### src/rtl/mem_arb_pkg.sv
// Shared definitions for the memory arbiter: bus widths, truth and
// direction constants, and the access-size encodings.
package mem_arb_pkg;

  localparam int XLEN   = 32;
  localparam int TYPE_W = 2;

  localparam logic TRUE  = 1'b1;
  localparam logic FALSE = 1'b0;

  localparam logic READ  = 1'b0;
  localparam logic WRITE = 1'b1;

  // Access size as carried on ls_type_i / type_o
  typedef enum logic [TYPE_W-1:0] {
    MT_BYTE = 2'b00,
    MT_HALF = 2'b01,
    MT_WORD = 2'b11
  } mem_type_e;

endpackage

### src/rtl/mem_arb_if.sv
// Bundle of requester, RAM and instruction-fetch signals around mem_arb.
// master: the arbiter's view. slave: everything surrounding it.
interface mem_arb_if;
  import mem_arb_pkg::*;

  // fetch requester
  logic              if_req_i;
  logic [XLEN-1:0]   if_pc_i;
  logic              if_flush_i;
  logic              if_ok_o;
  logic [XLEN-1:0]   if_inst_o;
  logic [XLEN-1:0]   if_pc_o;

  // load/store requester
  logic              ls_req_i;
  logic              ls_we_i;
  logic [XLEN-1:0]   ls_addr_i;
  logic [XLEN-1:0]   ls_data_i;
  logic [TYPE_W-1:0] ls_type_i;
  logic              ls_signed_i;
  logic              ls_done_o;
  logic [XLEN-1:0]   ls_data_o;

  // downstream data RAM and instruction port
  logic              ram_r_req_o;
  logic              ram_w_req_o;
  logic              inst_fe_o;
  logic [XLEN-1:0]   ram_addr_o;
  logic [XLEN-1:0]   ram_data_o;
  logic [XLEN-1:0]   inst_fpc_o;
  logic [TYPE_W-1:0] type_o;
  logic              ram_done_i;
  logic              inst_ok_i;
  logic [XLEN-1:0]   ram_data_i;
  logic [XLEN-1:0]   inst_i;
  logic [XLEN-1:0]   inst_pc_i;

  modport master (
    input  if_req_i, if_pc_i, if_flush_i,
    output if_ok_o, if_inst_o, if_pc_o,
    input  ls_req_i, ls_we_i, ls_addr_i, ls_data_i, ls_type_i, ls_signed_i,
    output ls_done_o, ls_data_o,
    output ram_r_req_o, ram_w_req_o, inst_fe_o, ram_addr_o, ram_data_o,
           inst_fpc_o, type_o,
    input  ram_done_i, inst_ok_i, ram_data_i, inst_i, inst_pc_i
  );

  modport slave (
    output if_req_i, if_pc_i, if_flush_i,
    input  if_ok_o, if_inst_o, if_pc_o,
    output ls_req_i, ls_we_i, ls_addr_i, ls_data_i, ls_type_i, ls_signed_i,
    input  ls_done_o, ls_data_o,
    input  ram_r_req_o, ram_w_req_o, inst_fe_o, ram_addr_o, ram_data_o,
           inst_fpc_o, type_o,
    output ram_done_i, inst_ok_i, ram_data_i, inst_i, inst_pc_i
  );

endinterface

### src/rtl/mem_arb_ld_ext.sv
// Load extension: picks byte/half/word out of the RAM read data and
// fills the upper bits with zeros or the sign bit.
module mem_ld_ext
  import mem_arb_pkg::*;
(
  input  logic [XLEN-1:0]   data_i,
  input  logic [TYPE_W-1:0] type_i,
  input  logic              signed_i,
  output logic [XLEN-1:0]   data_o
);

  // Size select with optional sign fill; unknown sizes pass through as word
  always_comb begin
    data_o = data_i;
    case (type_i)
      MT_BYTE: data_o = {{(XLEN-8){signed_i & data_i[7]}},   data_i[7:0]};
      MT_HALF: data_o = {{(XLEN-16){signed_i & data_i[15]}}, data_i[15:0]};
      default: data_o = data_i;
    endcase
  end

endmodule

### src/rtl/mem_arb.sv
// Arbiter between instruction fetch and load/store for a single memory
// path. Data wins by default; fetch is forced through after STARVE_LIMIT
// consecutive data grants while it was waiting. A redirect during an
// outstanding fetch discards that fetch's result.
module mem_arb
  import mem_arb_pkg::*;
#(
  parameter int STARVE_LIMIT = 4
) (
  input  logic      clk,
  input  logic      rst,
  input  logic      rdy,
  mem_arb_if.master bus
);

  localparam int CNT_W = $clog2(STARVE_LIMIT + 2);
  localparam logic [CNT_W-1:0] LIMIT = CNT_W'(STARVE_LIMIT);

  typedef enum logic [2:0] {
    IDLE, ISSUE_D, WAIT_D, ISSUE_I, WAIT_I, RESP
  } state_e;

  state_e              state_q,   state_d;
  logic [CNT_W-1:0]    starve_q,  starve_d;
  logic                discard_q, discard_d;
  logic                we_q,      we_d;
  logic [XLEN-1:0]     addr_q,    addr_d;
  logic [XLEN-1:0]     wdata_q,   wdata_d;
  logic [TYPE_W-1:0]   type_q,    type_d;
  logic                signed_q,  signed_d;
  logic [XLEN-1:0]     pc_q,      pc_d;
  logic                ls_done_q, ls_done_d;
  logic [XLEN-1:0]     ls_data_q, ls_data_d;
  logic                if_ok_q,   if_ok_d;
  logic [XLEN-1:0]     if_inst_q, if_inst_d;
  logic [XLEN-1:0]     if_pc_q,   if_pc_d;

  logic [XLEN-1:0]     ld_data;
  logic                data_ok;
  logic                fetch_ok;
  logic                disc_next;

  mem_ld_ext u_ld_ext (
    .data_i   (bus.ram_data_i),
    .type_i   (type_q),
    .signed_i (signed_q),
    .data_o   (ld_data)
  );

  // Downstream requests decode straight from the ISSUE states; everything
  // else comes from registers so outputs freeze with rdy
  assign bus.ram_r_req_o = (state_q == ISSUE_D) && (we_q == READ);
  assign bus.ram_w_req_o = (state_q == ISSUE_D) && (we_q == WRITE);
  assign bus.inst_fe_o   = (state_q == ISSUE_I);
  assign bus.ram_addr_o  = addr_q;
  assign bus.ram_data_o  = wdata_q;
  assign bus.type_o      = type_q;
  assign bus.inst_fpc_o  = pc_q;
  assign bus.ls_done_o   = ls_done_q;
  assign bus.ls_data_o   = ls_data_q;
  assign bus.if_ok_o     = if_ok_q;
  assign bus.if_inst_o   = if_inst_q;
  assign bus.if_pc_o     = if_pc_q;

  // Next-state, grant decision, request capture and response capture
  always_comb begin
    // NOTE: every _d starts from its hold value, so a branch that does not
    // assign it cannot infer a latch.
    state_d   = state_q;
    starve_d  = starve_q;
    discard_d = discard_q;
    we_d      = we_q;
    addr_d    = addr_q;
    wdata_d   = wdata_q;
    type_d    = type_q;
    signed_d  = signed_q;
    pc_d      = pc_q;
    ls_done_d = FALSE;
    ls_data_d = ls_data_q;
    if_ok_d   = FALSE;
    if_inst_d = if_inst_q;
    if_pc_d   = if_pc_q;

    data_ok   = bus.ls_req_i && !((starve_q == LIMIT) && bus.if_req_i);
    fetch_ok  = bus.if_req_i && !bus.if_flush_i;
    disc_next = discard_q || bus.if_flush_i;

    case (state_q)
      IDLE: begin
        if (!bus.if_req_i) starve_d = '0;
        if (data_ok) begin
          state_d  = ISSUE_D;
          we_d     = bus.ls_we_i;
          addr_d   = bus.ls_addr_i;
          wdata_d  = bus.ls_data_i;
          type_d   = bus.ls_type_i;
          signed_d = bus.ls_signed_i;
          if (bus.if_req_i && (starve_q != LIMIT)) starve_d = starve_q + 1'b1;
        end else if (fetch_ok) begin
          state_d   = ISSUE_I;
          pc_d      = bus.if_pc_i;
          starve_d  = '0;
          discard_d = FALSE;
        end
      end

      ISSUE_D, WAIT_D: begin
        if (bus.ram_done_i) begin
          state_d   = RESP;
          ls_done_d = TRUE;
          ls_data_d = (we_q == WRITE) ? '0 : ld_data;
        end else begin
          state_d = WAIT_D;
        end
      end

      ISSUE_I, WAIT_I: begin
        if (bus.inst_ok_i) begin
          state_d   = RESP;
          discard_d = FALSE;
          if (!disc_next) begin
            if_ok_d   = TRUE;
            if_inst_d = bus.inst_i;
            if_pc_d   = bus.inst_pc_i;
          end
        end else begin
          state_d   = WAIT_I;
          discard_d = disc_next;
        end
      end

      RESP:    state_d = IDLE;
      default: state_d = IDLE;
    endcase
  end

  // State register: synchronous reset, advance only while rdy is high
  always_ff @(posedge clk) begin
    // NOTE: sequential state uses non-blocking assignment so every flop
    // samples the pre-edge value of the others.
    if (rst) begin
      state_q   <= IDLE;
      starve_q  <= '0;
      discard_q <= FALSE;
      we_q      <= READ;
      addr_q    <= '0;
      wdata_q   <= '0;
      type_q    <= '0;
      signed_q  <= FALSE;
      pc_q      <= '0;
      ls_done_q <= FALSE;
      ls_data_q <= '0;
      if_ok_q   <= FALSE;
      if_inst_q <= '0;
      if_pc_q   <= '0;
    end else if (rdy) begin
      state_q   <= state_d;
      starve_q  <= starve_d;
      discard_q <= discard_d;
      we_q      <= we_d;
      addr_q    <= addr_d;
      wdata_q   <= wdata_d;
      type_q    <= type_d;
      signed_q  <= signed_d;
      pc_q      <= pc_d;
      ls_done_q <= ls_done_d;
      ls_data_q <= ls_data_d;
      if_ok_q   <= if_ok_d;
      if_inst_q <= if_inst_d;
      if_pc_q   <= if_pc_d;
    end
  end

endmodule

### src/flat_wrapper.sv
// flat-port wrapper written by rule: the top's interface ports become plain ports
module mem_arb_flat import mem_arb_pkg::*;
#(
  parameter int STARVE_LIMIT = 4
)
  (clk, rst, rdy, bus_if_req_i, bus_if_pc_i, bus_if_flush_i, bus_if_ok_o, bus_if_inst_o, bus_if_pc_o, bus_ls_req_i, bus_ls_we_i, bus_ls_addr_i, bus_ls_data_i, bus_ls_type_i, bus_ls_signed_i, bus_ls_done_o, bus_ls_data_o, bus_ram_r_req_o, bus_ram_w_req_o, bus_inst_fe_o, bus_ram_addr_o, bus_ram_data_o, bus_inst_fpc_o, bus_type_o, bus_ram_done_i, bus_inst_ok_i, bus_ram_data_i, bus_inst_i, bus_inst_pc_i);
  mem_arb_if bus_i ();
  input  logic clk;
  input  logic rst;
  input  logic rdy;
  input wire logic [$bits(bus_i.if_req_i)-1:0] bus_if_req_i;
  input wire logic [$bits(bus_i.if_pc_i)-1:0] bus_if_pc_i;
  input wire logic [$bits(bus_i.if_flush_i)-1:0] bus_if_flush_i;
  output wire logic [$bits(bus_i.if_ok_o)-1:0] bus_if_ok_o;
  output wire logic [$bits(bus_i.if_inst_o)-1:0] bus_if_inst_o;
  output wire logic [$bits(bus_i.if_pc_o)-1:0] bus_if_pc_o;
  input wire logic [$bits(bus_i.ls_req_i)-1:0] bus_ls_req_i;
  input wire logic [$bits(bus_i.ls_we_i)-1:0] bus_ls_we_i;
  input wire logic [$bits(bus_i.ls_addr_i)-1:0] bus_ls_addr_i;
  input wire logic [$bits(bus_i.ls_data_i)-1:0] bus_ls_data_i;
  input wire logic [$bits(bus_i.ls_type_i)-1:0] bus_ls_type_i;
  input wire logic [$bits(bus_i.ls_signed_i)-1:0] bus_ls_signed_i;
  output wire logic [$bits(bus_i.ls_done_o)-1:0] bus_ls_done_o;
  output wire logic [$bits(bus_i.ls_data_o)-1:0] bus_ls_data_o;
  output wire logic [$bits(bus_i.ram_r_req_o)-1:0] bus_ram_r_req_o;
  output wire logic [$bits(bus_i.ram_w_req_o)-1:0] bus_ram_w_req_o;
  output wire logic [$bits(bus_i.inst_fe_o)-1:0] bus_inst_fe_o;
  output wire logic [$bits(bus_i.ram_addr_o)-1:0] bus_ram_addr_o;
  output wire logic [$bits(bus_i.ram_data_o)-1:0] bus_ram_data_o;
  output wire logic [$bits(bus_i.inst_fpc_o)-1:0] bus_inst_fpc_o;
  output wire logic [$bits(bus_i.type_o)-1:0] bus_type_o;
  input wire logic [$bits(bus_i.ram_done_i)-1:0] bus_ram_done_i;
  input wire logic [$bits(bus_i.inst_ok_i)-1:0] bus_inst_ok_i;
  input wire logic [$bits(bus_i.ram_data_i)-1:0] bus_ram_data_i;
  input wire logic [$bits(bus_i.inst_i)-1:0] bus_inst_i;
  input wire logic [$bits(bus_i.inst_pc_i)-1:0] bus_inst_pc_i;
  assign bus_i.if_req_i = bus_if_req_i;
  assign bus_i.if_pc_i = bus_if_pc_i;
  assign bus_i.if_flush_i = bus_if_flush_i;
  assign bus_if_ok_o = bus_i.if_ok_o;
  assign bus_if_inst_o = bus_i.if_inst_o;
  assign bus_if_pc_o = bus_i.if_pc_o;
  assign bus_i.ls_req_i = bus_ls_req_i;
  assign bus_i.ls_we_i = bus_ls_we_i;
  assign bus_i.ls_addr_i = bus_ls_addr_i;
  assign bus_i.ls_data_i = bus_ls_data_i;
  assign bus_i.ls_type_i = bus_ls_type_i;
  assign bus_i.ls_signed_i = bus_ls_signed_i;
  assign bus_ls_done_o = bus_i.ls_done_o;
  assign bus_ls_data_o = bus_i.ls_data_o;
  assign bus_ram_r_req_o = bus_i.ram_r_req_o;
  assign bus_ram_w_req_o = bus_i.ram_w_req_o;
  assign bus_inst_fe_o = bus_i.inst_fe_o;
  assign bus_ram_addr_o = bus_i.ram_addr_o;
  assign bus_ram_data_o = bus_i.ram_data_o;
  assign bus_inst_fpc_o = bus_i.inst_fpc_o;
  assign bus_type_o = bus_i.type_o;
  assign bus_i.ram_done_i = bus_ram_done_i;
  assign bus_i.inst_ok_i = bus_inst_ok_i;
  assign bus_i.ram_data_i = bus_ram_data_i;
  assign bus_i.inst_i = bus_inst_i;
  assign bus_i.inst_pc_i = bus_inst_pc_i;
  mem_arb #(.STARVE_LIMIT(STARVE_LIMIT)) u_core (.clk(clk), .rst(rst), .rdy(rdy), .bus(bus_i));
endmodule
### config.mk
export PLATFORM = sky130hd
export DESIGN_NAME = mem_arb_flat
export DESIGN_NICKNAME = d
export VERILOG_FILES = /design/src/rtl/mem_arb_pkg.sv /design/src/rtl/mem_arb_if.sv /design/src/rtl/mem_arb_ld_ext.sv /design/src/rtl/mem_arb.sv /design/src/flat_wrapper.sv
export SDC_FILE = /design/constraint.sdc
export NUM_CORES = 1
export LEC_CHECK = 0
export CELL_PAD_IN_SITES_DETAIL_PLACEMENT = 0
export CELL_PAD_IN_SITES_GLOBAL_PLACEMENT = 1
export CORE_UTILIZATION = 30
export CTS_BUF_LIST = sky130_fd_sc_hd__clkbuf_16
export CTS_CLUSTER_SIZE = 12
export DETAILED_ROUTE_END_ITERATION = 12
export HOLD_SLACK_MARGIN = 0.15
export PLACE_DENSITY_LB_ADDON = 0.1
export SLEW_MARGIN = 20
export SYNTH_ARGS = -nofsm -noshare
export SYNTH_HDL_FRONTEND = slang
export SYNTH_SLANG_ARGS = --single-unit
### constraint.sdc
create_clock -name clk -period 2.9 [get_ports clk]
set_input_delay 0.725 -clock clk [delete_from_list [all_inputs] [get_ports clk]]
set_output_delay 0.725 -clock clk [all_outputs]
set_load 0.02 [all_outputs]
==> results of run 1 <==
## per-stage QoR
stage	cells	hold WS [ns]
finish	1612	0.4491
CTS	1612	0.4519
global route	1612	0.4676
detailed placement	1570	0.4445
floorplan	892	0.4492
global placement	1570	0.4378
## worst max path at each step
| stage | startpoint | slack (ns) | end | cells past startpoint |
|---|---|---|---|---|
| final | u_core.state_q[0] | 0.16 | bus_ram_w_req_o | 2 |
| after global routing | u_core.state_q[0] | 0.01 | bus_ram_r_req_o | 2 |
| after CTS | u_core.state_q[0] | 0.12 | bus_inst_fe_o | 2 |
| after detailed placement | rdy | 0.38 | u_core.bus.ls_data_o[23] | 5 |
| after global placement | rdy | 0.41 | u_core.bus.ram_addr_o[16] | 7 |
| after floorplan | u_core.we_q | 0.64 | bus_ram_w_req_o | 3 |
## layout by cell type (no fill, tap or decap), drive strengths merged, types with 2 or more instances in the layout
| cell | Yosys | layout |
|---|---|---|
| clkdlybuf4s50 | 0 | 401 |
| nand2 | 277 | 277 |
| dfxtp | 205 | 205 |
| a21oi | 157 | 157 |
| nor2 | 46 | 46 |
| mux2i | 40 | 40 |
| clkbuf | 35 | 25 |
| buf | 33 | 21 |
| nand2b | 17 | 17 |
| a22o | 16 | 16 |
| inv | 9 | 15 |
| o21ai | 11 | 11 |
| nand3b | 9 | 9 |
| clkinv | 0 | 9 |
| nand3 | 4 | 4 |
| maj3 | 2 | 2 |
| ha | 2 | 2 |
| bufinv | 0 | 2 |
| nor4b | 2 | 2 |
| and3 | 2 | 2 |
| o2111ai | 2 | 2 |
## cells by family (layout without fill, tap and decap cells)
| group | count (synthesis) | after routing |
|---|---|---|
| and+or+nand+nor | 367 | 367 |
| DFF | 205 | 205 |
| AOI/OAI and AO/OA | 197 | 197 |
| buffers and inverters | 77 | 473 |
| muxes | 41 | 41 |
| adders and majority gates | 4 | 4 |
| xor gates and xnor gates | 1 | 1 |
## layout make-up
class / instances / area (µm²) / share of cell area (%)
timing repair buffer: 422 / 4238 / 33.40
clock inverter: 17 / 122.6 / 0.9664
tap: 324 / 405.4 / 3.195
multi-input combinational: 610 / 3159 / 24.90
sequential: 205 / 4104 / 32.34
inverter: 9 / 33.78 / 0.2662
clock buffer: 25 / 625.6 / 4.930
## state kept, by name (all words and copies together), names as in the netlist
register,flops
u_core.bus.ls_done_o,1
u_core.starve_q,3
u_core.signed_q,1
u_core.bus.ram_data_o,32
u_core.state_q,3
u_core.bus.if_pc_o,32
u_core.bus.if_inst_o,32
u_core.bus.type_o,2
u_core.we_q,1
u_core.bus.ram_addr_o,32
u_core.discard_q,1
u_core.bus.ls_data_o,32
u_core.bus.inst_fpc_o,32
u_core.bus.if_ok_o,1
## cell usage after synthesis, drive strengths merged, types with 2 or more instances
cell type / n / area, µm²
nand2: 277 / 1040
dfxtp: 205 / 4104
a21oi: 157 / 785.8
nor2: 46 / 175.2
mux2i: 40 / 400.4
clkbuf: 35 / 131.4
buf: 33 / 199.0
nand2b: 17 / 106.4
a22o: 16 / 140.1
o21ai: 11 / 55.05
inv: 9 / 33.78
nand3b: 9 / 67.56
nand3: 4 / 32.53
and3: 2 / 12.51
ha: 2 / 25.02
maj3: 2 / 20.02
nor4b: 2 / 32.53
o2111ai: 2 / 17.52
## power groups by stage
stage	logic [mW]	clock network [mW]	registers, mW
2_1_floorplan	0.271	0	3.09
5_1_grt	0.936	3.09	2.95
3_3_place_gp	0.875	0	3.00
6_report	0.868	2.89	2.94
3_5_place_dp	0.875	0	3.00
4_1_cts	0.879	2.99	2.94
## routing by layer
metal / vias to the layer above / share of wire [%] / global-route usage [%] / wire, µm
met3: 39 / 8.6 / 6.420 / 2206
met2: 254 / 47 / 32.48 / 12080
li1: 3699 / - / - / -
met1: 3265 / 42 / 22.33 / 10740
met4: 0 / 2.4 / 5.189 / 628
met5: - / 0 / 0 / 0
## worst register-to-register path: stages (launching register included)
cell,delay [ns]
dfxtp_1,0.56
nor3b_1,0.52
o2111ai_4,0.34
buf_12,0.30
nand2_1,0.10
a21oi_1,0.06
==> reports/results.ini, run 1 <==
[outcome]
status = finished, final reports clean

[timing]
grt_setup_unrepaired = no
skew_ns = 0.01569
finalMaxSlewViolations = 0
hold_viol_final = 0
fin_crit_sh_pct = 94.56
slew_headroom_pct = 48.99
worst_pin_slew_ns = 0.7644
fin_ws_ns = 0.1578
min_period_ns = 2.742
timing.fmax_mhz = 364.7
setup_tns_ns = 0
finalSetupViolCount = 0

[logic_synthesis]
yosys.area_share.simple_pct = 20.61
synth-xor-area-share_pct = 0.2140
syn_area_um2 = 7602
synth-seq-cells = 205
synthAdderAreaFrac_pct = 0.5925
ys_seq_area_share_pct = 53.98
synth_warnings = 0
synth-main-ff-cell = dfxtp_1
synth_compound_area_share_pct = 14.40
syn_avg_cell_area_um2 = 8.523
synthMuxAreaShare_pct = 5.415
synthesis.nets = 1098
yosysUniqueCellTypes = 49
synth-edff-count = 0
synth_top_family_by_area = simple AND/OR/NAND/NOR gates
synthArstFlopShare_pct = 0
syn_inst = 892

[placed_design]
gp_congestion = 0.7442
dp_slack_ns = 0.3752
placed_area_um2 = 11940
port_buffers = 402
post-dp-hpwl_um = 17860

[worst_setup_path]
crit_path_max_fanout = 9
r2r_start = u_core.state_q[2]
cp_cell_sequence = nor4bb_1, clkdlybuf4s50_1
critPathMaxStageDelay_ns = 0.69
end_kind = output port
path_delay_family = buffers and inverters
rrSetupSlack_ns = 0.88
worstPathRequired_ns = 2.17
arrival_ns = 2.02
crit_path_start_kind = register
crit_slowest_cell = clkdlybuf4s50_1
path_class = reg2out
critical_path_buf_inv_count = 1
rr_endpoint = u_core.bus.if_inst_o[15]
reg2regPathDepth = 5

[power_and_ir_drop]
pwr-share-seq_pct = 43.9
p_int_mw = 5.096
ir_drop_v = 0.0003635
p_clk_share_pct = 43.1
power_density_nw_per_um2 = 527.8
power_mw = 6.697
power.switching_mw = 1.602
p_sw_share_pct = 23.91
leakagePower_nw = 4.400
power_frac_comb_pct = 13.0

[drt]
post_drt_wl_per_cell_um = 15.92
postRouteAntennaNets = 0
routed_wl_um = 25660
num_vias = 7257
dr.pass1.iters = 4
first_iter_violations = 421
via_per_inst = 4.502
detail_route.drc_violations = 0

[floorplan]
start_util_pct = 30.90
die_h_um = 161.2
row_count = 57
die_x_um = 161.2
coreArea_um2 = 24600
die-area_um2 = 25980
io_pins = 403

[grt]
grt_start_max_net_pins = 69
antenna_found_initial = 0
grt_usage_pct = 18.91
grt_pass1_vias = 6844
grt_pass1_wl_um = 39010
grt_overflow = 0

[cts]
cts_resized = 0
cts_root_buffer = clkbuf_16
path_clk_slew_ns = 0.05
cts_setup_buffers = 0
cts_tree = built
cts_buffer_depth = 3
numCtsBuffers = 25
cts_sinks = 205
htree_levels = 1
hold_buffers = 0
clock_latency_ns = 0.51

[finish]
stdcell_area_um2 = 12690
area_delta_synth_final_pct = 66.90
finalNetCount = 1479
fillers = 2409
layout-drive-gt1-share_pct = 4.969
num_antenna_cells = 0
post-route-util_pct = 51.57

[hold_path]
hp-class = reg2reg
min_path_cells = 2
min_to = u_core.bus.ls_data_o[6]
hp-start = u_core.bus.ls_data_o[6]

[run]
drv_cap = 0

Note: power is estimated with default switching activity, not from simulation.
==> inputs of run 2 (changes only) <==
--- a/config.mk
+++ b/config.mk
@@ -7,7 +7,7 @@
 export LEC_CHECK = 0
 export CELL_PAD_IN_SITES_DETAIL_PLACEMENT = 0
 export CELL_PAD_IN_SITES_GLOBAL_PLACEMENT = 1
-export CORE_UTILIZATION = 30
+export CORE_UTILIZATION = 28
 export CTS_BUF_LIST = sky130_fd_sc_hd__clkbuf_16
 export CTS_CLUSTER_SIZE = 12
 export DETAILED_ROUTE_END_ITERATION = 12
@@ -16,4 +16,5 @@
 export SLEW_MARGIN = 20
 export SYNTH_ARGS = -nofsm -noshare
 export SYNTH_HDL_FRONTEND = slang
+export SYNTH_HIERARCHICAL = 1
 export SYNTH_SLANG_ARGS = --single-unit
==> constraint.sdc (replaced) <==
create_clock -name clk -period 2.73 [get_ports clk]
set_input_delay 0.6825 -clock clk [delete_from_list [all_inputs] [get_ports clk]]
set_output_delay 0.6825 -clock clk [all_outputs]
set_load 0.02 [all_outputs]
==> reports/results.ini, run 2 <==
[cts]
cts_tree = built
path_clk_slew_ns = 0.06
htree_levels = 1
cts_buffer_depth = 3
cts_setup_buffers = 0
clock_latency_ns = 0.52
cts_root_buffer = clkbuf_16
numCtsBuffers = 25
cts_sinks = 205

[timing]
setup_tns_ns = 0
timing.fmax_mhz = 382.5
slew_headroom_pct = 59.27
finalMaxSlewViolations = 0
fin_crit_sh_pct = 95.77
grt_setup_unrepaired = no
worst_pin_slew_ns = 0.5981
hold_viol_final = 0
finalSetupViolCount = 0
skew_ns = 0.01094
min_period_ns = 2.615

[floorplan]
die-area_um2 = 28830
start_util_pct = 28.46
die_x_um = 169.8
coreArea_um2 = 27710
die_h_um = 169.8
io_pins = 403
row_count = 61

[worst_setup_path]
crit_slowest_cell = clkdlybuf4s50_1
arrival_ns = 1.93
crit_path_max_fanout = 11
crit_path_start_kind = register
worstPathRequired_ns = 2.05
reg2regPathDepth = 6
critical_path_buf_inv_count = 2
cp_cell_sequence = buf_4, nor4_1, clkdlybuf4s50_1
end_kind = output port
rr_endpoint = u_core/bus.if_pc_o[23]
path_delay_family = buffers and inverters
r2r_start = u_core/state_q[2]
path_class = reg2out
critPathMaxStageDelay_ns = 0.71
rrSetupSlack_ns = 1.04

[logic_synthesis]
syn_area_um2 = 7884
synthTopCellsByCount = 389 x nand2_1, 205 x dfxtp_1, 201 x a21oi_1, 38 x clkbuf_1, 35 x nand3b_1
synth-seq-cells = 205
yosys.area.top_type = dfxtp_1
yosysUniqueCellTypes = 42
synthMuxAreaShare_pct = 0.4285
synth_top_family_by_area = simple AND/OR/NAND/NOR gates
synth_compound_area_share_pct = 16.03
synth_area_leaders = dfxtp_1 52%, nand2_1 19%, a21oi_1 13%
synthAdderAreaFrac_pct = 0.5713
synth-xor-area-share_pct = 0.1111
synth_warnings = 6
synth-main-ff-cell = dfxtp_1
yosys.area_share.simple_pct = 24.46
synth_most_common_cell = nand2_1
syn_avg_cell_area_um2 = 7.908
ys_seq_area_share_pct = 52.06
synth-edff-count = 0
synthesis.nets = 1203
syn_inst = 997
yosysTopAreaCellShare_pct = 52.06
synthArstFlopShare_pct = 0

[drt]
routed_wl_um = 27530
first_iter_violations = 459
post_drt_wl_per_cell_um = 15.66
postRouteAntennaNets = 0
num_vias = 7896
detail_route.drc_violations = 0
via_per_inst = 4.491
dr.pass1.iters = 4

[finish]
final_common_cell = clkdlybuf4s50_1
num_antenna_cells = 0
finalNetCount = 1570
sequential_cell_area_um2 = 4104
fillers = 2842
post-route-util_pct = 46.56
area_delta_synth_final_pct = 63.61
layout-drive-gt1-share_pct = 5.000
final_cell_mix = 400 x clkdlybuf4s50_1, 389 x nand2_1, 205 x dfxtp_1
multi_input_area_um2 = 3298

[power_and_ir_drop]
power_mw = 7.051
power_density_nw_per_um2 = 546.6
ir_drop_v = 0.0003142
leakagePower_nw = 4.466

[placed_design]
port_buffers = 402
post-dp-hpwl_um = 18570
gp_congestion = 0.7529

[grt]
grt_start_max_net_pins = 69
grt_pass1_vias = 7529
grt_pass1_wl_um = 42200
grt_usage_pct = 18.28
grt_overflow = 0
antenna_found_initial = 2

[hold_path]
hp-class = reg2reg
min_path_cells = 2
hp-start = u_core/bus.ls_data_o[19]
min_to = u_core/bus.ls_data_o[19]

[outcome]
status = finished, final reports clean

[run]
drv_cap = 0

-- run 2: changes by cell type after synthesis, sizes merged, moves of 3 or more --
cell,before,now
nand2,277,389
a21oi,157,201
nor2,46,3
mux2i,40,1
nand3b,9,35
o21ai,11,28
buf,33,49
nand2b,17,1
a22o,16,2
inv,9,5
clkbuf,35,38
-- run 2: per-layer routing --
| metal | vias up | GRT usage (%) | wire length (µm) |
|---|---|---|---|
| li1 | 3993 | - | - |
| met1 | 3576 | 21.89 | 11380 |
| met2 | 281 | 30.11 | 12720 |
| met3 | 42 | 7.463 | 2918 |
| met4 | 4 | 4.779 | 490 |
| met5 | - | 0 | 23 |
-- run 2: cell type report --
cell class	count	area share [%]
Tap cell	378	3.667
Sequential cell	205	31.82
Multi-Input combinational cell	700	25.57
Clock buffer	25	4.850
Inverter	5	0.1455
Clock inverter	18	0.5917
Timing Repair Buffer	427	33.36
-- run 2: per-stage QoR --
stage	setup WS, ns	hold slack, ns	area (µm²)	cells
after floorplan	0.7155	0.4768	7884	997
after global placement	0.3240	0.4380	12190	1715
after detailed placement	0.2597	0.4434	12190	1715
after CTS	0.03795	0.4516	12900	1758
after global routing	0.01172	0.4664	12900	1758
final	0.1154	0.4470	12900	1758
-- run 2: report_power, final --
part / switching, mW / leakage (nW) / internal (mW) / total (mW)
combinational: 0.485 / 2.42 / 0.539 / 1.02
clock: 1.26 / 0.384 / 1.64 / 2.90
sequential: 0.0448 / 1.66 / 3.08 / 3.13
-- run 2: what timing repair did --
item / CTS / global route
endpoints found under the hold margin: 0 / 0
resized for setup: 0 / 1
endpoints found under the setup margin: 0 / 1
hold buffers: 0 / 0
-- run 2: logic make-up (layout without fill, tap and decap cells) --
group	after synthesis	in the layout
and+or+nand+nor	451	451
buffers and inverters	92	475
DFF	205	205
xor gates and xnor gates	1	1
AOI/OAI and AO/OA	242	242
muxes	2	2
adders and majority gates	4	4
-- run 2: worst max-delay path by stage --
stage	start	to	slack (ns)	cells past startpoint
floorplan	u_core/we_q	bus_ram_w_req_o	0.72	2
CTS	u_core/state_q[1]	bus_ram_w_req_o	0.04	3
detailed placement	bus_inst_ok_i	u_core/bus.if_inst_o[0]	0.26	6
global route	u_core/state_q[0]	bus_ram_r_req_o	0.01	3
finish	u_core/state_q[1]	bus_ram_r_req_o	0.12	3
global placement	bus_inst_ok_i	u_core/bus.if_pc_o[7]	0.32	6
-- run 2: worst min-delay path, stage by stage, from the launching register on --
cell and delay (ns):
dfxtp_1 0.30, nand2_1 0.05, a21oi_1 0.05
==> inputs of run 3 (changes only) <==
--- a/config.mk
+++ b/config.mk
@@ -7,10 +7,12 @@
 export LEC_CHECK = 0
 export CELL_PAD_IN_SITES_DETAIL_PLACEMENT = 0
 export CELL_PAD_IN_SITES_GLOBAL_PLACEMENT = 1
-export CORE_UTILIZATION = 28
+export CORE_AREA = 2 2 156 158
 export CTS_BUF_LIST = sky130_fd_sc_hd__clkbuf_16
 export CTS_CLUSTER_SIZE = 12
 export DETAILED_ROUTE_END_ITERATION = 12
+export DIE_AREA = 0 0 158 160
+export DONT_BUFFER_PORTS = 1
 export HOLD_SLACK_MARGIN = 0.15
 export PLACE_DENSITY_LB_ADDON = 0.1
 export SLEW_MARGIN = 20
==> reports/results.ini, run 3 (same netlist as run 2, synthesis figures left out) <==
[timing]
min_period_ns = 2.456
worst_hold_slack_ns = 0.2439
slew_headroom_pct = 49.80
grt_setup_unrepaired = no
worst_pin_slew_ns = 0.7530
timing.fmax_mhz = 407.1
fin_crit_sh_pct = 89.97
skew_ns = 0.01581
finalMaxSlewViolations = 0
finalSetupViolCount = 0
setup_tns_ns = 0
hold_viol_final = 0

[worst_setup_path]
crit_path_max_fanout = 10
cp-startpoint = u_core/state_q[0]
worstPathRequired_ns = 2.05
arrival_ns = 1.77
crit_path_start_kind = register
rrSetupSlack_ns = 0.68
path_class = reg2out
r2r_start = u_core/state_q[1]
end_kind = output port

[drt]
postRouteAntennaNets = 0
via_per_inst = 4.965
dr.pass1.iters = 4
num_vias = 6400
detail_route.drc_violations = 0
post_drt_wl_per_cell_um = 18.76
routed_wl_um = 24180
first_iter_violations = 471

[cts]
cts_resized = 0
numCtsBuffers = 25
cts_buffer_depth = 3
hold_buffers = 0
cts_setup_buffers = 0
cts_root_buffer = clkbuf_16
cts_sinks = 205
clock_latency_ns = 0.51
cts_tree = built
path_clk_slew_ns = 0.06
htree_levels = 1

[placed_design]
port_buffers = 0
gp_congestion = 0.7132
post-dp-hpwl_um = 15850

[finish]
num_antenna_cells = 0
final_cell_mix = 389 x nand2_1, 205 x dfxtp_1, 201 x a21oi_1
final_common_cell = nand2_1
layout-drive-gt1-share_pct = 6.010
finalNetCount = 1159
area_delta_synth_final_pct = 9.633

[grt]
grt_pass1_vias = 6106
grt_usage_pct = 17.70
grt_pass1_wl_um = 35580
grt_start_max_net_pins = 206
grt_overflow = 0
antenna_found_initial = 0

[power_and_ir_drop]
ir_drop_v = 0.0003914
power_density_nw_per_um2 = 745.7
leakagePower_nw = 2.877

[hold_path]
hp-class = in2reg
hp-start = rst

[floorplan]
die_h_um = 160
die_x_um = 158
io_pins = 403
die-area_um2 = 25280
coreArea_um2 = 23820
row_count = 57
start_util_pct = 33.10

[run]
drv_cap = 0

[outcome]
status = finished, final reports clean

[run 3: cell types whose count changed in the layout (fill, tap and decap cells not counted), moves of 3 or more]
cell,delta
clkdlybuf4s50_1,-400
buf_12,-6
buf_4,-3
inv_1,-3
[run 3: path summary, 6_finish.rpt]
path,end,cells after the start
worst min-delay path,u_core/bus.ram_data_o[31],1
worst max register to register,u_core/bus.if_inst_o[4],5
worst min register to register,u_core/starve_q[1],1
worst max-delay path,bus_ram_w_req_o,3
[run 3: stage by stage]
step | instances | instance area (µm²) | setup WS [ns] | utilization, % | power, mW
2_1_floorplan | 997 | 7884 | 0.7155 | - | 3.650
3_3_place_gp | 1250 | 7959 | 0.6503 | 33.41 | 3.689
3_5_place_dp | 1250 | 7959 | 0.6178 | 33.41 | 3.692
4_1_cts | 1289 | 8643 | 0.2045 | 36.29 | 6.568
5_1_grt | 1289 | 8643 | 0.1196 | 36.29 | 6.746
6_report | 1289 | 8643 | 0.2739 | 36.29 | 6.446
[run 3: worst max-delay path, cell delays in order, from the launching register on]
cell,delay [ns]
dfxtp_1,0.56
inv_1,0.16
nor4b_1,0.33
buf_4,0.22
[run 3: layout make-up]
cell class                 instances  area, µm²
multi-input combinational        700       3298
fill                            2604      15180
clock inverter                    14      58.81
sequential                       205       4104
timing repair buffer              16      132.6
clock buffer                      25      625.6
inverter                           5      18.77
tap                              324      405.4
[run 3: report_power, final]
part / leakage (nW) / switching (mW) / internal (mW) / total (mW)
logic: 0.859 / 0.227 / 0.129 / 0.356
registers: 1.66 / 0.178 / 3.08 / 3.26
clock network: 0.360 / 1.20 / 1.63 / 2.83
total: 2.88 / 1.60 / 4.84 / 6.45
[run 3: metal layers]
layer	vias up	wire (µm)	GRT usage, %	share of wire, %
met5	-	0	0	0
met2	277	11170	29.01	46
met1	2920	9108	19.92	38
met4	0	701	5.856	2.9
met3	40	3201	8.901	13
li1	3163	-	-	-
==> RTL change 1 (config.mk and constraints of run 2) <==
Reset style: asynchronous (`rst`), changed in one clocked block. Comments in the files are not updated.
--- a/src/rtl/mem_arb.sv
+++ b/src/rtl/mem_arb.sv
@@ -137,3 +137,3 @@
   // State register: synchronous reset, advance only while rdy is high
-  always_ff @(posedge clk) begin
+  always_ff @(posedge clk or posedge rst) begin
     // NOTE: sequential state uses non-blocking assignment so every flop
Behaviour: differs if rst is asserted again (counterexample within 4 cycles, from zero or initial values and one cycle with rst high); with rst held inactive, the same outputs for 4 cycles.
==> RTL change 1 against run 2 <==
Sequential cell count unchanged. Via count down 21%. Wire length down 9.2%. Setup slack better by 0.021 ns. Hold slack better by 0.026 ns. Clock skew about the same. Synthesized cell count down 37%. Cell area up 6.0%. Global-route usage down 2.3 points. Synthesized area up 7.2%. Critical path type unchanged.
Power is not compared: it rests on default switching activity, and its combinational part moved more than twofold at a synthesized area within 25%.
==> RTL change 1: results (changes against run 2) <==
- Status: completed
- Met2 Use GR: 26.8% (-3.4 points)
- Final WL: 25.0 mm (-9.2%)
- Register area: 0.00513 sq mm (+25%)
- Initial antenna violation count: 1 (-1)
- Non-CTS buffers: 423 (-0.94%)
- Multi-input combinational area share: 22.0% (-3.5 points)
- Nets: 1239 (-21%)
- Final weighted congestion in routability-driven placement: 0.696 (-7.5%)
- Comb_multi_in: 370 (-47%)
- Syn_area_per_cell: 13.5 sq um (+70%)
- Reg2Reg Setup Slack: 0.63 ns (-0.41 ns)
- Routed WL per cell: 17.4 um (+11%)
- # diodes: 1 (+1)
- Clock network area share: 5.36% (-0.080 points)
- Main synth FF type: dfrtp_1
- FFs & Latches: 205 (unchanged)
- Crit path launch: u_core/state_q[0]
- Peak supply drop: 0.000569 V
- Layout cells sized above 1: 21.0% (+16 points)
- Largest net degree at the start of global routing: 71 (+2.9%)
- Final Cell Area: 0.0137 sq mm (+6.0%)
- Top cells by count, synth: dfrtp_1 (205), mux2_2 (158), nand2_1 (65)
- Layout non-clock buf frac: 31.3% (-2.1 points)
- Synth top area cells: dfrtp_1 (61%), mux2_2 (21%), o21ai_0 (3.1%), nand2_1 (2.9%), nand2b_1 (2.5%)
- # resized after CTS: 2 (+2)
- Place WS: 0.0763 ns (-0.183 ns)
- Placed instance area: 0.0129 sq mm (+6.1%)
- Synth unique cells: 41 (-2.4%)
- Final min period: 2.59 ns (-0.0213 ns)
- Crit path DAT: 1.91 ns (-0.02 ns)
- Hold endpoint: u_core/bus.ls_data_o[22]
- Via count: 6209 (-21%)
- Setup Fix Bufs, Post-CTS: 0 (unchanged)
- First DRT Iteration DRCs: 263 (-43%)
- Hold Worst Slack: 0.473 ns (+0.0264 ns)
- Crit-path max FO: 6 (-5)
- Placed Cells: 1395 (-19%)
- Inverters: 7 (+2)
- Vias in the first global route: 6395 (-15%)
- Clock buffer depth: 3 (unchanged)
- Reg2Reg Capture Point: u_core/bus.inst_fpc_o[16]
- Fill cell count: 2769 (-2.6%)
- Global-route wire length before repair: 38.4 mm (-9.1%)
- Synthesized netlist net count: 834 (-31%)
- Num CTS Buffers: 26 (+4.0%)
- Clock Skew: 0.0109 ns (-0.0000806 ns)
- Register-to-Register Path Depth: 4 (-2)
- Worst Max-Slew Pin Slew: 0.583 ns (-0.0146 ns)
- HP Start: u_core/bus.ls_data_o[22]
- Ys async rst share: 100% (+100 points)
- DPL Wire Length: 17.8 mm (-4.1%)
- Worst-path clk slew: 0.06 ns (about the same)
- GR Util met3: 5.45% (-2.0 points)
- R2r startpoint: u_core/state_q[1]
- Sequential-to-total area share from yosys stat: 60.7% (+8.6 points)
- Grt met1 use: 19.5% (-2.4 points)
[RTL change 1: cells by family (layout without fill, tap and decap cells)]
| group | Yosys count | after routing | synth area share [%] |
|---|---|---|---|
| xor+xnor | 1 | 1 | 0.104 |
| simple gates | 121 | 121 | 7.28 |
| flops | 205 | 205 | 60.7 |
| compound gates | 80 | 80 | 5.42 |
| buf+inv | 53 | 471 | 3.98 |
| mux | 165 | 165 | 22.1 |
| other cells | 0 | 1 | 0 |
| fa+ha+maj | 3 | 3 | 0.414 |
[RTL change 1: layer usage]
metal	share of wire (%)	wire, um	vias up
li1	-	-	2963
met1	41	10300	2977
met2	48	12000	236
met3	8.7	2180	33
met4	2.3	583	0
met5	0	0	-
[RTL change 1: worst max-delay path, cell delays in order, from the launching register on]
cell and delay [ns]:
dfrtp_1 0.44, nand2b_1 0.14, nor3_1 0.15, clkdlybuf4s50_1 0.66
==> RTL change 2 (settings of run 2) <==
Made on the original files. Change the package constant `XLEN` from 32 to 48.
--- a/src/rtl/mem_arb_pkg.sv
+++ b/src/rtl/mem_arb_pkg.sv
@@ -4,3 +4,3 @@
 
-  localparam int XLEN   = 32;
+  localparam int XLEN   = 48;
   localparam int TYPE_W = 2;
Interface: changed (12 resized); port bits go from 403 to 595. No check against the original RTL was run, so the function may have changed too.
==> RTL change 2 against run 2 <==
Setup slack improved by 0.020 ns. Synthesized cell count rose by 46%. Cell area increased by 48%. Fmax increased by 0.78%. Total power up 55%. Global-route usage rose by 3.1 points. Sequential cell count grew 96. Sequential share of layout area shrank 0.26 points. Synthesized area is 45% higher. Wire length grew 68%. Largest cell class unchanged. Largest power group is now clock. Highest routed layer unchanged.
==> RTL change 2: results (changes against run 2) <==
- Status: completed
- Worst-Skew Late Latency: 0.55 ns (+0.03 ns)
- Sequential power: 0.00460 W (+47%)
- Synth unique cells: 43 (+2.4%)
- Placed instance area: 0.0179 sq mm (+47%)
- Worst Max-Slew Pin Slew: 0.596 ns (-0.00228 ns)
- H-tree depth: 2 (+1)
- Power Internal: 0.00810 W (+54%)
- Top cells by count, synth: nand2_1 (582), dfxtp_1 (301), a21oi_1 (298)
- Global-route wire length before repair: 68.4 mm (+62%)
- First DRT Iteration DRCs: 605 (+32%)
- Clock group: 0.00476 W (+64%)
- Fill cell count: 3944 (+39%)
- Place WS: 0.0734 ns (-0.186 ns)
- Hold endpoint: u_core/bus.ls_data_o[17]
- Initial antenna violation count: 6 (+4)
- Peak supply drop: 0.000479 V (+53%)
- Clock Skew: 0.0204 ns (+0.00946 ns)
- Top Consumer: clock
- NetSw: 0.00280 W (+57%)
- Vias in the first global route: 11.3k (+51%)
- Synth Instances: 1457 (+46%)
- Worst-path clk slew: 0.06 ns (about the same)
- Sequential-to-total area share from yosys stat: 52.8% (+0.77 points)
- Leak: 6.54 nW (+46%)
- Via count: 11.7k (+49%)
- Crit-path max FO: 6 (-5)
- Clock buffer depth: 3 (unchanged)
- Nets: 2307 (+47%)
- Layout cells sized above 1: 5.91% (+0.91 points)
- Reg2Reg Setup Slack: 0.71 ns (-0.33 ns)
- Die Wd: 204 um (+20%)
- Crit path DAT: 1.91 ns (-0.02 ns)
- # port buffers: 594 (+48%)
- Placed Cells: 2490 (+45%)
- Crit path launch: u_core/state_q[0]
- DR pass1 iterations: 7 (+3)
- Worst Slack Setup Final: 0.136 ns (+0.0202 ns)
- Hold Worst Slack: 0.448 ns (+0.000959 ns)
- Routed WL per cell: 18.1 um (+15%)
- Num CTS Buffers: 38 (+52%)
- Synthesized netlist net count: 1759 (+46%)
- Tot GR Track Use: 21.4% (+3.1 points)
- Largest net degree at the start of global routing: 101 (+46%)
- Synth top area cells: dfxtp_1 (53%), nand2_1 (19%), a21oi_1 (13%), nand3b_1 (3.2%), clkbuf_1 (2.3%)
- Reg2Reg Capture Point: u_core/bus.if_pc_o[32]
- DPL Wire Length: 32.9 mm (+77%)
- # resized after CTS: 1 (+1)
- DR vias/cell: 4.59 (+2.1%)
- Final weighted congestion in routability-driven placement: 0.804 (+6.8%)
- R2r startpoint: u_core/state_q[1]
- HP Start: u_core/bus.ls_data_o[17]
## RTL change 2: area by class of cell
| type | count | area, sq um | area share, % |
|---|---|---|---|
| clock buffer | 39 | 976 | 5.11 |
| tap | 525 | 657 | 3.44 |
| sequential | 301 | 6030 | 31.6 |
| multi-input combinational | 1024 | 4760 | 25.0 |
| clock inverter | 28 | 184 | 0.963 |
| inverter | 6 | 22.5 | 0.118 |
| timing repair buffer | 634 | 6450 | 33.8 |
| antenna | 4 | 10.0 | 0.0524 |
## RTL change 2: logic make-up after synthesis
kind of cell / synth area share [%]
xor gates and xnor gates: 0.0768
and+or+nand+nor: 24.3
adders and majority gates: 0.219
AOI/OAI and AO/OA: 16.6
buffers and inverters: 5.79
muxes: 0.197
DFF: 52.8
## RTL change 2: per-layer routing
metal	routed length, um	up-vias	GRT usage, %
met5	13	-	0
met4	1130	2	7.17
met3	4030	64	8.13
met2	22700	382	36.8
met1	18400	5443	24.2
li1	-	5856	-
